### config.mk
export PLATFORM = sky130hd
export DESIGN_NAME = fetch_queue
export DESIGN_NICKNAME = d
export VERILOG_FILES = /design/src/rtl/mips_fetch_pkg.sv /design/src/rtl/fetch_fifo.sv /design/src/rtl/fetch_queue.sv
export SDC_FILE = /design/constraint.sdc
export NUM_CORES = 1
export LEC_CHECK = 0
export CAP_MARGIN = 20
export CORE_MARGIN = 8
export CORE_UTILIZATION = 45
export DETAILED_ROUTE_END_ITERATION = 6
export PLACE_DENSITY = 0.79
export SLEW_MARGIN = 20
export SYNTH_ARGS = -nofsm -noshare
export SYNTH_HDL_FRONTEND = slang
export SYNTH_SLANG_ARGS = --single-unit
### constraint.sdc
create_clock -name clk -period 2.39 [get_ports clk]
set_input_delay 0.717 -clock clk [delete_from_list [all_inputs] [get_ports clk]]
set_output_delay 0.717 -clock clk [all_outputs]
set_load 0.03 [all_outputs]
### src/rtl/mips_fetch_pkg.sv
// Shared types for the MIPS instruction fetch front end: FSM states, the
// queued entry layout and the default reset fetch address.
package mips_fetch_pkg;

  localparam logic [31:0] DEFAULT_RESET_PC = 32'h0000_0000;

  typedef enum logic [1:0] {
    ST_IDLE    = 2'd0,
    ST_FETCH   = 2'd1,
    ST_DISCARD = 2'd2
  } fetch_state_e;

  typedef struct packed {
    logic [31:0] instr;
    logic [31:0] pc_4;
  } fetch_entry_t;

endpackage

### src/rtl/fetch_fifo.sv
// Circular buffer of fetched instructions. Head outputs come straight from
// storage registers, so nothing on the write side reaches them combinationally.
module fetch_fifo
  import mips_fetch_pkg::*;
#(
  parameter int unsigned DEPTH = 4
) (
  input  logic                     clk,
  input  logic                     rst_n,
  input  logic                     flush_i,
  input  logic                     push_i,
  input  fetch_entry_t             push_data_i,
  input  logic                     pop_i,
  output logic                     head_valid_o,
  output fetch_entry_t             head_o,
  output logic [$clog2(DEPTH):0]   count_o
);

  localparam int unsigned AW = $clog2(DEPTH);
  localparam int unsigned CW = AW + 1;

  fetch_entry_t  mem_q [DEPTH];
  logic [AW-1:0] wr_ptr_q;
  logic [AW-1:0] rd_ptr_q;
  logic [CW-1:0] count_q;
  logic          do_push;
  logic          do_pop;

  assign do_pop  = pop_i && (count_q != '0);
  // A push into a full buffer is only legal when the head leaves this cycle.
  assign do_push = push_i && ((count_q != CW'(DEPTH)) || do_pop);

  // NOTE: sequential state is written with <= so every register samples the
  // pre-edge values of its inputs, independent of process ordering.
  always_ff @(posedge clk or negedge rst_n) begin
    if (!rst_n) begin
      wr_ptr_q <= '0;
      rd_ptr_q <= '0;
      count_q  <= '0;
    end else if (flush_i) begin
      wr_ptr_q <= '0;
      rd_ptr_q <= '0;
      count_q  <= '0;
    end else begin
      if (do_push) wr_ptr_q <= wr_ptr_q + AW'(1);
      if (do_pop)  rd_ptr_q <= rd_ptr_q + AW'(1);
      if (do_push && !do_pop)      count_q <= count_q + CW'(1);
      else if (!do_push && do_pop) count_q <= count_q - CW'(1);
    end
  end

  // NOTE: the storage is reset because the head is visible on the outputs and
  // must read as zero out of reset; it is only a handful of entries.
  always_ff @(posedge clk or negedge rst_n) begin
    if (!rst_n) begin
      for (int i = 0; i < int'(DEPTH); i++) mem_q[i] <= '0;
    end else if (do_push && !flush_i) begin
      mem_q[wr_ptr_q] <= push_data_i;
    end
  end

  assign head_valid_o = (count_q != '0);
  assign head_o       = mem_q[rd_ptr_q];
  assign count_o      = count_q;

endmodule

### src/rtl/fetch_queue.sv
// Fetch front end: owns the PC, runs the single-outstanding imem handshake and
// feeds returned words into fetch_fifo; a redirect flushes and refetches.
module fetch_queue
  import mips_fetch_pkg::*;
#(
  parameter int unsigned DEPTH    = 4,
  parameter logic [31:0] RESET_PC = DEFAULT_RESET_PC
) (
  input  logic                   clk,
  input  logic                   reset,
  output logic                   imem_req,
  output logic [31:0]            imem_addr,
  input  logic                   imem_ack,
  input  logic [31:0]            imem_rdata,
  input  logic                   redirect,
  input  logic [31:0]            redirect_pc,
  output logic                   dec_valid,
  output logic [31:0]            dec_instr,
  output logic [31:0]            dec_pc_4,
  input  logic                   dec_ready,
  output logic [$clog2(DEPTH):0] count
);

  localparam int unsigned CW   = $clog2(DEPTH) + 1;
  localparam logic [CW-1:0] FULL = CW'(DEPTH);

  fetch_state_e  state_q, state_d;
  logic [31:0]   fetch_pc_q, fetch_pc_d;
  logic [31:0]   stale_addr_q, stale_addr_d;
  logic          push, pop, flush;
  fetch_entry_t  push_entry;
  fetch_entry_t  head;
  logic [CW-1:0] post_count;

  assign imem_req  = (state_q != ST_IDLE);
  // A dropped request keeps presenting its original address until it is acked.
  assign imem_addr = (state_q == ST_DISCARD) ? stale_addr_q : fetch_pc_q;
  assign pop       = dec_valid && dec_ready && !redirect;

  // NOTE: every variable gets a default before any branch, so no path leaves
  // one unassigned and no latch is inferred.
  always_comb begin
    state_d      = state_q;
    fetch_pc_d   = fetch_pc_q;
    stale_addr_d = stale_addr_q;
    push         = 1'b0;
    flush        = 1'b0;
    push_entry   = '{instr: imem_rdata, pc_4: fetch_pc_q + 32'd4};
    post_count   = count + CW'(1) - CW'(pop);

    if (redirect) begin
      flush      = 1'b1;
      fetch_pc_d = redirect_pc & ~32'd3;
      unique case (state_q)
        ST_IDLE:    state_d = ST_FETCH;
        ST_FETCH: begin
          if (!imem_ack) begin
            state_d      = ST_DISCARD;
            stale_addr_d = fetch_pc_q;
          end
        end
        ST_DISCARD: if (imem_ack) state_d = ST_FETCH;
        default:    state_d = ST_IDLE;
      endcase
    end else begin
      unique case (state_q)
        ST_IDLE:    if (count < FULL) state_d = ST_FETCH;
        ST_FETCH: begin
          if (imem_ack) begin
            push       = 1'b1;
            fetch_pc_d = fetch_pc_q + 32'd4;
            if (post_count >= FULL) state_d = ST_IDLE;
          end
        end
        ST_DISCARD: if (imem_ack) state_d = ST_FETCH;
        default:    state_d = ST_IDLE;
      endcase
    end
  end

  always_ff @(posedge clk or negedge reset) begin
    if (!reset) begin
      state_q      <= ST_IDLE;
      fetch_pc_q   <= RESET_PC;
      stale_addr_q <= RESET_PC;
    end else begin
      state_q      <= state_d;
      fetch_pc_q   <= fetch_pc_d;
      stale_addr_q <= stale_addr_d;
    end
  end

  fetch_fifo #(.DEPTH(DEPTH)) u_fifo (
    .clk          (clk),
    .rst_n        (reset),
    .flush_i      (flush),
    .push_i       (push),
    .push_data_i  (push_entry),
    .pop_i        (pop),
    .head_valid_o (dec_valid),
    .head_o       (head),
    .count_o      (count)
  );

  assign dec_instr = head.instr;
  assign dec_pc_4  = head.pc_4;

endmodule
==> summary.md <==
| Metric | Value |
|---|---|
| Initial Utilization | `0.456` |
| WL met2 | `19.1 mm` |
| Die span in y | `197 microns` |
| Htree depth | `2` |
| Pwr dens | `1220 mW/mm^2` |
| Crit path depth | `5` |
| Critical path type | `flop to output pin` |
| Row cnt | `66` |
| Tmin final | `2.75 ns` |
| Dpl cells | `1845` |
| Design area | `0.0196 sq mm` |
| Hold buffers post-CTS | `0` |
| Logic pwr share | `0.418` |
| Vias per std cell | `5.54` |
| Post-synth top cells | `dfrtp_1, nand2_1, mux2_2` |
| Setup Total Neg Slack | `-22.14 ns` |
| Detail Placement HPWL | `24.2 mm` |
| Fin crit share | `1.15` |
| Post-route DRC | `0` |
| Status | `finished with violations` |
| Core area | `0.0325 sq mm` |
| Cell accounting for the most synthesized area | `dfrtp_1` |
| Initial antenna violation count | `0` |
| Clk pwr share | `0.241` |
| Mean Syn Cell Area | `11.7 sq um` |
| Failing checks | `setup timing` |
| Total GRT Usage | `0.196` |
| Number of global-route vias before repair | `11400` |
| Die X-Extent | `197 microns` |
| Largest cells by area after synthesis | `dfrtp_1, mux2_2, mux4_2` |
| Rel. slew slack | `0.570` |
| Warnings, synthesis | `0` |
| Root buffer cell | `clkbuf_16` |
| Reg2reg setup slack | `0.07 ns` |
| Max Clock Freq | `0.364 GHz` |
| DR top layer | `met4` |
| Reg2reg start | `u_fifo.count_o[0]$_DFFE_PN0P_` |
| Critical Path RT | `1.67 ns` |
| Reg power frac | `0.341` |
| P_sw | `8.27 mW` |
| Largest net degree at the start of global routing | `67` |
| CP max-delay cell | `dfrtp_4` |
| Worst Setup EP | `dec_instr[2]` |
| Global-route wire length before repair | `61.5 mm` |
| Post-synth EDFFs | `0` |
| Final clock skew | `0.0277 ns` |
| Buf/Inv on CP | `4` |
| Register Area | `0.00794 sq mm` |
| Die ar. | `0.0389 sq mm` |
| WL/cell | `20.2 microns` |
| Async set-reset flop share out of synthesis | `1.00` |
| Fin nets | `1561` |
| Distinct cells, synth | `45` |
| Worst setup path start | `u_fifo.rd_ptr_q[0]$_DFFE_PN0P_` |
| Total gr overflow | `0` |
| Worst hold margin | `0.112 ns` |
| Syn-to-layout area delta | `32.4%` |
| Detailed Route Iter0 Violations | `698` |
| Io pins | `170` |
| Hold Crit Class | `input pin to async pin` |
| Worst-path fanout max | `7` |
| Wl on met1 | `16.7 mm` |
| Clk slew on worst S/H paths | `0.06 ns` |
| Clk_lat worst skew | `0.52 ns` |
| RR Endpoint | `u_fifo.mem_q[60]$_DFFE_PN0P_` |
| Port Buf Inserts | `163` |
| Worst stage delay on the critical path | `0.52 ns` |
| Top cell type's share of synthesized area | `0.536` |
| 1st-pass router iterations | `4` |
| Most used cell, CP | `buf_6` |
| Most frequent cell after synthesis | `dfrtp_1` |
| Worst setup EP type | `output pin` |
| CTS tree | `yes` |
| Setup Slack @ Placement | `-0.337 ns` |
| CTS Buf Count | `35` |
| # fillers | `2399` |
| Startpoint Class | `flop` |
| Crit path cell chain | `buf_12 -> buf_4 -> buf_6 -> mux4_2 -> buf_6` |
| Static leakage | `8.75 nW` |
| Cell internal pwr | `15.7 mW` |
| Met3 WL | `2.42 mm` |
| Longest Clk Path Bufs | `3` |
| Seq/Total Area, Yosys | `0.536` |
| WP data arrival | `2.03 ns` |
| Non-filler cells, final | `1951` |
| Final setup fails | `92` |
| N_diodes | `0` |
| Fin worst setup slack | `-0.361 ns` |
| Reg2Reg Depth | `8` |
| Synth Register Bits | `317` |
| VDD IR max | `1040 uV` |
| RSZ-0062 raised after global routing | `true` |
| Via count | `10800` |
| Detail Route Antenna Nets | `0` |
| Placer congestion estimate | `0.851` |
| Synth Cell Area | `0.0148 sq mm` |
| CP top delay family | `buffers and inverters` |
| Worst-Margin Slew | `0.646 ns` |
| Sink Count | `317` |
| DP Area | `0.0173 sq mm` |
| Max-slew violation count | `0` |
| Final Hold Fails | `0` |
| Post-Route WL | `39.5 mm` |
| Layout cell share with drive strength beyond 1 | `0.344` |
| Predominant post-synthesis flop cell | `dfrtp_1` |
| Syn Inst Count | `1261` |
| Switching Fraction | `0.345` |
| Max Cap Viol | `0` |
| Footprint of the multi-input gates | `0.00654 sq mm` |
final cells by class:
type	instances	area share
well taps	442	0.0282
clock buffers	48	0.0508
multi-input cells	834	0.334
inverters	14	0.00268
repair buffers	281	0.167
clock inverters	15	0.0125
flip-flops and latches	317	0.405
through the flow:
stage	util	power, mW
2_1_floorplan	-	13.6
3_3_place_gp	0.532	16.7
3_5_place_dp	0.532	17.0
4_1_cts	0.594	24.0
5_1_grt	0.604	25.1
6_report	0.604	24.0
power by group through the flow:
stage          clock, mW  combinational (mW)  sequential (mW)
2_1_floorplan          0                5.69             7.88
5_1_grt             6.08                10.7             8.38
4_1_cts             5.86                9.97             8.14
3_5_place_dp           0                8.82             8.19
6_report            5.77                10.0             8.19
3_3_place_gp           0                8.62             8.04
cells by family (layout without fill, tap and decap cells):
kind of cell	Yosys count	in the layout	share of synthesized area
buffers and inverters	113	358	0.0348
DFF	317	317	0.536
xor gates and xnor gates	63	63	0.0373
adders and majority gates	9	9	0.00761
other	1	4	0.000254
AOI/OAI and AO/OA	167	167	0.0581
muxes	218	218	0.213
and+or+nand+nor	373	373	0.112
sequential cells by signal, indices dropped and copies added, names as in the netlist:
name / flops
u_fifo.mem_q: 248
fetch_pc_q: 30
stale_addr_q: 30
u_fifo.count_o: 3
state_q: 2
u_fifo.rd_ptr_q: 2
u_fifo.wr_ptr_q: 2
layer usage:
metal	vias to the layer above	GRT usage
met3	86	0.0368
met2	347	0.317
met1	5550	0.259
li1	4816	-
met4	0	0.0752
met5	-	0
cell usage in the layout (no fill, tap or decap), types with 4 or more instances in the layout:
cell type | synthesis | final
a21oi_1 | 6 | 6
and3_1 | 5 | 5
buf_12 | 0 | 27
buf_4 | 15 | 61
buf_6 | 1 | 108
buf_8 | 0 | 6
bufinv_16 | 0 | 6
clkbuf_1 | 56 | 7
clkbuf_16 | 0 | 44
clkbuf_8 | 0 | 5
clkdlybuf4s50_1 | 0 | 65
clkinv_2 | 0 | 5
conb_1 | 1 | 4
dfrtp_1 | 317 | 313
ha_1 | 9 | 7
inv_1 | 13 | 13
mux2_2 | 155 | 129
mux2_4 | 0 | 26
mux4_2 | 62 | 62
nand2_1 | 268 | 264
nand2_2 | 1 | 4
nand3_1 | 22 | 22
nand4_1 | 13 | 13
nor2_1 | 22 | 21
nor3_1 | 11 | 11
nor4_2 | 4 | 4
o21ai_0 | 152 | 148
xnor2_1 | 33 | 33
xor2_1 | 30 | 30
worst min-delay path by stage:
stage	startpoint	to	slack, ns	depth (start not counted)
3_5_place_dp	u_fifo.mem_q[231]$_DFFE_PN0P_	u_fifo.mem_q[231]$_DFFE_PN0P_	0.46	2
2_1_floorplan	reset	fetch_pc_q[10]$_DFFE_PN0P_	0.42	0
4_1_cts	reset	stale_addr_q[13]$_DFFE_PN0P_	0.12	1
3_3_place_gp	u_fifo.mem_q[226]$_DFFE_PN0P_	u_fifo.mem_q[226]$_DFFE_PN0P_	0.46	2
6_report	reset	stale_addr_q[12]$_DFFE_PN0P_	0.11	1
5_1_grt	reset	stale_addr_q[12]$_DFFE_PN0P_	0.13	1
repair_timing:
item	4_1_cts	5_1_grt
buffers inserted	23	11
cloned	4	8
pin swaps	1	5
hold endpoints to repair	0	0
endpoints found under the setup margin	94	194
gates resized for setup	406	37
Note: power is estimated with default switching activity, not from simulation.
